**src/rtl/tone_period_decoder.sv**
```systemverilog
`timescale 1ns/1ps
// Purpose : measures the rising-edge period of an asynchronous square wave, locks once stable, flags silence.
// Latency : edge pulse 3 cycles after an iSOUND rise; outputs registered one cycle after the deciding edge.
// Backpressure: none, free-running observer; optional note classifier enabled by `define TONE_DEC_NOTE_EN.
module tone_period_decoder #(
    parameter int CNT_W      = 18,
    parameter int TIMEOUT    = 262143,
    parameter int MIN_PERIOD = 1000,
    parameter int STABLE_N   = 2,
    parameter int TOL_SH     = 6
) (
    input  logic             iCLK,
    input  logic             iRST_N,
    input  logic             iSOUND,
    output logic [CNT_W-1:0] oPERIOD,
    output logic             oVALID,
    output logic             oLOCKED,
    output logic             oSILENT,
    output logic [3:0]       oNOTE
);

    localparam int MC_W = (STABLE_N < 1) ? 1 : $clog2(STABLE_N + 1);
    localparam logic [CNT_W-1:0] TIMEOUT_C = CNT_W'(TIMEOUT);
    localparam logic [CNT_W-1:0] MIN_C     = CNT_W'(MIN_PERIOD);
    localparam logic [CNT_W-1:0] ONE_C     = CNT_W'(1);
    localparam logic [MC_W-1:0]  STABLE_C  = MC_W'(STABLE_N);

    typedef enum logic [1:0] {
        S_IDLE    = 2'd0,
        S_MEASURE = 2'd1,
        S_LOCKED  = 2'd2
    } state_t;

    // synchronizer / edge detector
    logic sync1_q, sync2_q, sync3_q, edge_q;

    // measurement state
    state_t           state_q, state_d;
    logic [CNT_W-1:0] cnt_q, cnt_d;
    logic [CNT_W-1:0] prev_q, prev_d;
    logic             prev_vld_q, prev_vld_d;
    logic [MC_W-1:0]  match_q, match_d;
    logic [MC_W-1:0]  match_inc;

    // registered outputs
    logic [CNT_W-1:0] period_q, period_d;
    logic             valid_q, valid_d;
    logic             locked_q, locked_d;
    logic             silent_q, silent_d;

    // decision helpers
    logic             timeout_w;
    logic             acc_edge_w;
    logic             is_match_w;
    logic [CNT_W:0]   p_ext, prev_ext, diff_w, tol_w;

    // two-flop synchronizer, then a registered rising-edge pulse
    always_ff @(posedge iCLK or negedge iRST_N) begin
        if (!iRST_N) begin
            sync1_q <= 1'b0;
            sync2_q <= 1'b0;
            sync3_q <= 1'b0;
            edge_q  <= 1'b0;
        end else begin
            sync1_q <= iSOUND;
            sync2_q <= sync1_q;
            sync3_q <= sync2_q;
            edge_q  <= sync2_q & ~sync3_q;
        end
    end

    // Tolerance compare in one extra bit so the difference never wraps.
    assign p_ext     = {1'b0, cnt_q};
    assign prev_ext  = {1'b0, prev_q};
    assign diff_w    = (p_ext >= prev_ext) ? (p_ext - prev_ext) : (prev_ext - p_ext);
    assign tol_w     = prev_ext >> TOL_SH;
    assign is_match_w = prev_vld_q && (diff_w <= tol_w);
    assign match_inc = match_q + MC_W'(1);

    // Silence only counts once a tone has started; in IDLE the counter just saturates.
    assign timeout_w  = (state_q != S_IDLE) && (cnt_q == TIMEOUT_C);
    // Short intervals are glitches, except the very first edge which has no reference.
    assign acc_edge_w = edge_q && ((state_q == S_IDLE) || (cnt_q >= MIN_C));

    // next-state and output decisions
    always_comb begin
        state_d    = state_q;
        cnt_d      = (cnt_q >= TIMEOUT_C) ? TIMEOUT_C : (cnt_q + ONE_C);
        prev_d     = prev_q;
        prev_vld_d = prev_vld_q;
        match_d    = match_q;
        period_d   = period_q;
        valid_d    = 1'b0;

        if (timeout_w) begin
            // Timeout beats a coincident edge; that edge then restarts measurement.
            state_d    = S_IDLE;
            period_d   = '0;
            prev_d     = '0;
            prev_vld_d = 1'b0;
            match_d    = '0;
            if (edge_q) begin
                state_d = S_MEASURE;
                cnt_d   = ONE_C;
            end
        end else begin
            case (state_q)
                S_IDLE: begin
                    if (edge_q) begin
                        state_d    = S_MEASURE;
                        cnt_d      = ONE_C;
                        prev_vld_d = 1'b0;
                        match_d    = '0;
                    end
                end
                S_MEASURE: begin
                    if (acc_edge_w) begin
                        cnt_d      = ONE_C;
                        prev_d     = cnt_q;
                        prev_vld_d = 1'b1;
                        if (!prev_vld_q) begin
                            match_d = '0;
                        end else if (is_match_w) begin
                            match_d = match_inc;
                            if (match_inc >= STABLE_C) begin
                                state_d  = S_LOCKED;
                                period_d = cnt_q;
                                valid_d  = 1'b1;
                            end
                        end else begin
                            match_d = '0;
                        end
                    end
                end
                S_LOCKED: begin
                    if (acc_edge_w) begin
                        cnt_d  = ONE_C;
                        prev_d = cnt_q;
                        if (is_match_w) begin
                            period_d = cnt_q;
                        end else begin
                            // Period held so downstream still sees the last good tone.
                            state_d = S_MEASURE;
                            match_d = '0;
                        end
                    end
                end
                default: begin
                    state_d    = S_IDLE;
                    prev_vld_d = 1'b0;
                    match_d    = '0;
                end
            endcase
        end

        locked_d = (state_d == S_LOCKED);
        silent_d = (state_d == S_IDLE);
    end

    // state, counters and registered outputs
    always_ff @(posedge iCLK or negedge iRST_N) begin
        if (!iRST_N) begin
            state_q    <= S_IDLE;
            cnt_q      <= '0;
            prev_q     <= '0;
            prev_vld_q <= 1'b0;
            match_q    <= '0;
            period_q   <= '0;
            valid_q    <= 1'b0;
            locked_q   <= 1'b0;
            silent_q   <= 1'b1;
        end else begin
            state_q    <= state_d;
            cnt_q      <= cnt_d;
            prev_q     <= prev_d;
            prev_vld_q <= prev_vld_d;
            match_q    <= match_d;
            period_q   <= period_d;
            valid_q    <= valid_d;
            locked_q   <= locked_d;
            silent_q   <= silent_d;
        end
    end

    assign oPERIOD = period_q;
    assign oVALID  = valid_q;
    assign oLOCKED = locked_q;
    assign oSILENT = silent_q;

`ifdef TONE_DEC_NOTE_EN
    // C4..C5 periods in 50 MHz clock cycles
    localparam logic [31:0] NOTE_TAB [8] = '{
        32'd191113, 32'd170265, 32'd151685, 32'd143172,
        32'd127551, 32'd113636, 32'd101239, 32'd95557
    };

    logic [3:0] note_q, note_d;

    // First table entry within tolerance wins; scanning downward lets the lowest index overwrite.
    function automatic logic [3:0] classify(input logic [CNT_W-1:0] p);
        logic [31:0] pv, t, d;
        logic [3:0]  idx;
        pv  = 32'(p);
        idx = 4'hF;
        for (int i = 7; i >= 0; i--) begin
            t = NOTE_TAB[i];
            d = (pv >= t) ? (pv - t) : (t - pv);
            if (d <= (t >> TOL_SH)) begin
                idx = 4'(i);
            end
        end
        return idx;
    endfunction

    // note follows the period that will be presented next cycle
    always_comb begin
        note_d = 4'hF;
        if (locked_d) begin
            note_d = classify(period_d);
        end
    end

    // note register, aligned with oPERIOD
    always_ff @(posedge iCLK or negedge iRST_N) begin
        if (!iRST_N) begin
            note_q <= 4'hF;
        end else begin
            note_q <= note_d;
        end
    end

    assign oNOTE = note_q;
`else
    assign oNOTE = 4'hF;
`endif

endmodule
```
**config.mk**
```make
export PLATFORM = sky130hd
export DESIGN_NAME = tone_period_decoder
export DESIGN_NICKNAME = d
export VERILOG_FILES = /design/src/rtl/tone_period_decoder.sv
export SDC_FILE = /design/constraint.sdc
export NUM_CORES = 1
export LEC_CHECK = 0
export CORE_MARGIN = 5
export CORE_UTILIZATION = 66
export CTS_CLUSTER_DIAMETER = 30
export CTS_CLUSTER_SIZE = 40
export DETAILED_ROUTE_END_ITERATION = 8
export PLACE_DENSITY = 0.94
export SYNTH_ARGS = -nofsm -noshare
export SYNTH_HDL_FRONTEND = slang
export SYNTH_SLANG_ARGS = --single-unit
export TNS_END_PERCENT = 100
```
**constraint.sdc**
```tcl
create_clock -name iCLK -period 7.6 [get_ports iCLK]
set_clock_uncertainty 0.1 [all_clocks]
set_input_delay 1.9 -clock iCLK [delete_from_list [all_inputs] [get_ports iCLK]]
set_output_delay 1.9 -clock iCLK [all_outputs]
set_load 0.005 [all_outputs]
```
==> impl.org <==
** Outcome
- The flow ran to the end, and the final reports show no timing, DRC or antenna violations.

** CTS
- CTS Root Cell :: sky130_fd_sc_hd__clkbuf_8
- The clock reaches the later pin of the worst-skew pair after 350 ps.
- Clock transition at the register clock pins on the worst setup and hold paths after CTS :: 80 ps
- Post-CTS timing repair inserted 0 buffers for setup.
- # H-tree levels :: 3
- For this design, the sink count on the clock tree is 66.
- Clock buffers created by TritonCTS :: 9
- The clock passes through at most 2 buffers.
- After clock tree synthesis, the flow added hold-fix buffers numbering 0.
- After clock tree synthesis, the repair step resized 0 gates.
- TritonCTS built the clock tree.

** Critical path
- Data on the critical path is required at its endpoint by roughly 8000 ps.
- Along the worst path, the maximum fanout reaches 18.
- Critical setup path kind :: reg2reg
- The worst setup path is launched from a flop.
- Endpoint class of the critical path :: flop
- The critical path goes through inv_1 -> ha_1 -> nor2b_1 -> o2111ai_1 -> a211oi_1 -> o31ai_2 -> o21ai_2 -> mux2i_1 -> nor2_1 -> nor2_1 -> xnor2_1 -> ha_1 -> nand4_1 -> a211oi_1 -> o41ai_1 -> nor3b_2 -> o2111ai_1 -> or3_4 -> nand2_4 -> a21o_1 -> a32o_1.
- Slowest Stage Delay on Critical Path :: 670 ps
- On the critical path, the stage with the largest delay is an instance of sky130_fd_sc_hd__o21ai_2.
- Arrival time at the worst endpoint :: 6530 ps

** STA
- Setup repair after global routing left no endpoint under its margin.
- Tightest slew margin relative to the limit :: between 40 and 50%
- Setup slack closes at 1240 ps.
- Total count of hold-check failures in the final report :: 0
- Static timing analysis puts the maximum clock frequency at 157 MHz.
- Max-slew violations :: 0
- For the pin with the worst max-slew slack, the measured transition is 841 ps.
- Setup violations remaining at the end of the flow were counted as 0.
- In the finished design, the share of the clock period the worst path needs comes to 83.7%.
- The smallest clock period supported by the final layout is computed as 6360 ps.
- Final sum of negative setup slack :: 0 ps

** Route
- In the routed design, unresolved DRC markers number 0.
- The routed design has approximately 15 mm of wire.
- Iteration-0 DRC count of the detailed router :: roughly 470
- DRT antenna net count :: 0
- After detailed routing, the number of vias per cell comes to 6.84.
- The final route contains 4969 vias.
- In the final routed layout, each cell accounts on average for 21.3 um.
- Detailed Routing Iterations Pass 1 :: 6

** Pwr
- Power density cells :: 308 nW/um^2
- In this run the static leakage power is 2.59 nW.
- Peak supply drop :: 289 uV

** Placement
- Post-placement cell area :: roughly 5500 um^2
- Final weighted congestion of routability-driven global placement :: 1.00
- Worst slack, placed :: 1460 ps
- The wire-length estimate of the detail-placed layout is ~11 mm.
- The count of buffers added on input and output ports is 23.
- Including well taps, the total number of placed cells is slightly above 700.

** Floorplan
- Top-level I/O count :: 28
- Once the floorplan was initialized, standard cells occupied 68.5% of the core.
- The floorplan step set the die height to 100 um.
- Number of rows created at floorplan :: 32
- X dimension of the die :: 100 um
- Placeable core region :: between 7000 and 8000 um^2
- Die area :: roughly 10000 um^2

** Yosys
- Flip-flop cell with the highest count after synthesis :: sky130_fd_sc_hd__dfrtp_1
- In this run, synthesis produced a sequential element count of 66.
- Count of yosys warnings during synthesis :: 0
- The number of different library cells used by synthesis comes to 71.
- Post-synthesis instance area :: 5350 um^2
- For this run, asynchronously set or reset flops after synthesis account for 100%.
- Cells taking the most area after synthesis :: sky130_fd_sc_hd__dfrtp_1 30%, sky130_fd_sc_hd__ha_1 13%, sky130_fd_sc_hd__a21oi_1 6.5%
- Cells after Synth :: 618
- Synth Area per Inst :: 8.65 um^2
- The most common cell in the synthesized netlist is sky130_fd_sc_hd__nand2_1.
- Share of synthesized area occupied by flip-flops and latches :: 30.9%
- By count the netlist is led by 73 x sky130_fd_sc_hd__nand2_1, 69 x sky130_fd_sc_hd__a21oi_1, 65 x sky130_fd_sc_hd__dfrtp_1, 54 x sky130_fd_sc_hd__ha_1, 51 x sky130_fd_sc_hd__inv_1.
- Number of enable-type register cells in the synthesized netlist :: 0
- Cell accounting for the most synthesized area :: sky130_fd_sc_hd__dfrtp_1
- Fraction of post-synthesis cell area in the top cell type by area :: between 30% and 40%

** Layout
- For this run, the number of standard cells in the final layout without fillers is a little over 700.
- Combined area of the multi-input logic cells :: 3250 um^2
- Synth-to-layout area growth :: 6.41%
- Storage cell area :: 1650 um^2
- Counting the fill cells in the layout gives 531.
- Total Nets Final :: 678
- Fraction of layout instances using a drive strength above 1 :: 6.89%
- Utilization after layout :: 72.9%
- Number of antenna cells inserted :: 0
- Summing all non-filler instances in the final layout gives an area of ~5700 um^2.

** Global routing
- The first global-routing pass estimated 24.8 mm of wire.
- Overall routing resource usage :: 31.0%
- Number of antenna violations at the first check in global routing :: 0
- Entering global routing, the biggest net connects between 60 and 70 pins.
- After global routing the overflow that remains totals 0.
- Number of global-route vias before repair :: roughly 4800

** Flow run
- The tool flagged a number of max-cap violations equal to 0.

** Min path
- Type of the worst min-delay path :: reg2reg
-- per-stage QoR --
| step | power, mW | hold slack [ps] |
|---|---|---|
| after floorplan | 1.17 | 231 |
| after global placement | 1.35 | 245 |
| after detailed placement | 1.37 | 247 |
| after CTS | 1.72 | 273 |
| after global routing | 1.87 | 306 |
| final | 1.75 | 273 |
-- path summary, 6_finish.rpt --
kind | start | endpoint | slack, ps | depth (start not counted)
hold / removal | sync1_q | sync2_q | 270 | 0
min in group asynchronous | iRST_N | cnt_q[15] | 1620 | 2
setup reg to reg | cnt_q[1] | oPERIOD[7] | 1240 | 21
hold reg to reg | sync1_q | sync2_q | 270 | 0
setup / recovery | cnt_q[1] | oPERIOD[7] | 1240 | 21
max in group asynchronous | iRST_N | oPERIOD[2] | 5220 | 2
-- power breakdown --
| part | switching, mW | total (mW) | internal [mW] |
|---|---|---|---|
| registers | 0.0597 | 0.438 | 0.378 |
| logic | 0.568 | 0.979 | 0.410 |
| clock network | 0.146 | 0.333 | 0.187 |
-- registers in the layout, indices dropped and copies added, names as in the netlist --
register    cells
state_q         2
oVALID          1
sync2_q         1
cnt_q          18
oPERIOD        18
oLOCKED         1
sync1_q         1
oSILENT         1
sync3_q         1
prev_q         18
match_q         2
edge_q          1
prev_vld_q      1
-- layout make-up --
type	instances	area share, %
clock buffers	9	2.18
flip-flops and latches	66	29.1
inverters	51	3.36
repair buffers	25	4.22
multi-input cells	466	57.2
clock inverters	7	1.78
well taps	102	2.24
-- cells by family (layout without fill, tap and decap cells) --
family          after synthesis  count (layout)  share of synthesized area [%]
compound gates              180             180                           23.2
xor+xnor                     33              33                           5.41
fa+ha+maj                    56              56                           13.4
buf+inv                      89              92                           8.47
flops                        66              66                           30.9
mux                          10              10                           1.94
other cells                   1               4                         0.0701
simple gates                183             183                           16.6
-- worst max-delay path, delay by kind of cell (launching register included) --
family | cells | cell delay [ps]
compound gates | 9 | 2970
simple gates | 7 | 1340
fa+ha+maj | 2 | 620
flops | 1 | 550
mux | 1 | 340
buf+inv | 1 | 180
xor+xnor | 1 | 170
-- routing by layer --
layer	global-route usage, %	up-vias	wire length [um]
met3	5.56	71	1570
li1	-	2187	-
met1	42.2	2354	6260
met2	50.0	357	7060
met4	10.9	0	563
met5	0	-	0
-- cell usage in the layout (no fill, tap or decap), drive strengths merged, types with 4 or more instances in the layout --
cell	count
clkbuf	9
o21bai	4
a32o	18
nand2	74
dfrtp	65
and3	6
clkdlybuf4s50	22
o21ai	24
a221oi	6
nand3	17
nor3	15
xor2	8
a21o	16
a31oi	6
ha	54
nor4	6
nand4	8
o2111ai	4
inv	52
mux2i	7
xnor2	25
a21oi	69
a211oi	9
nor2b	7
nor2	34
conb	4
No activity file was read; power rests on OpenSTA's default activity.
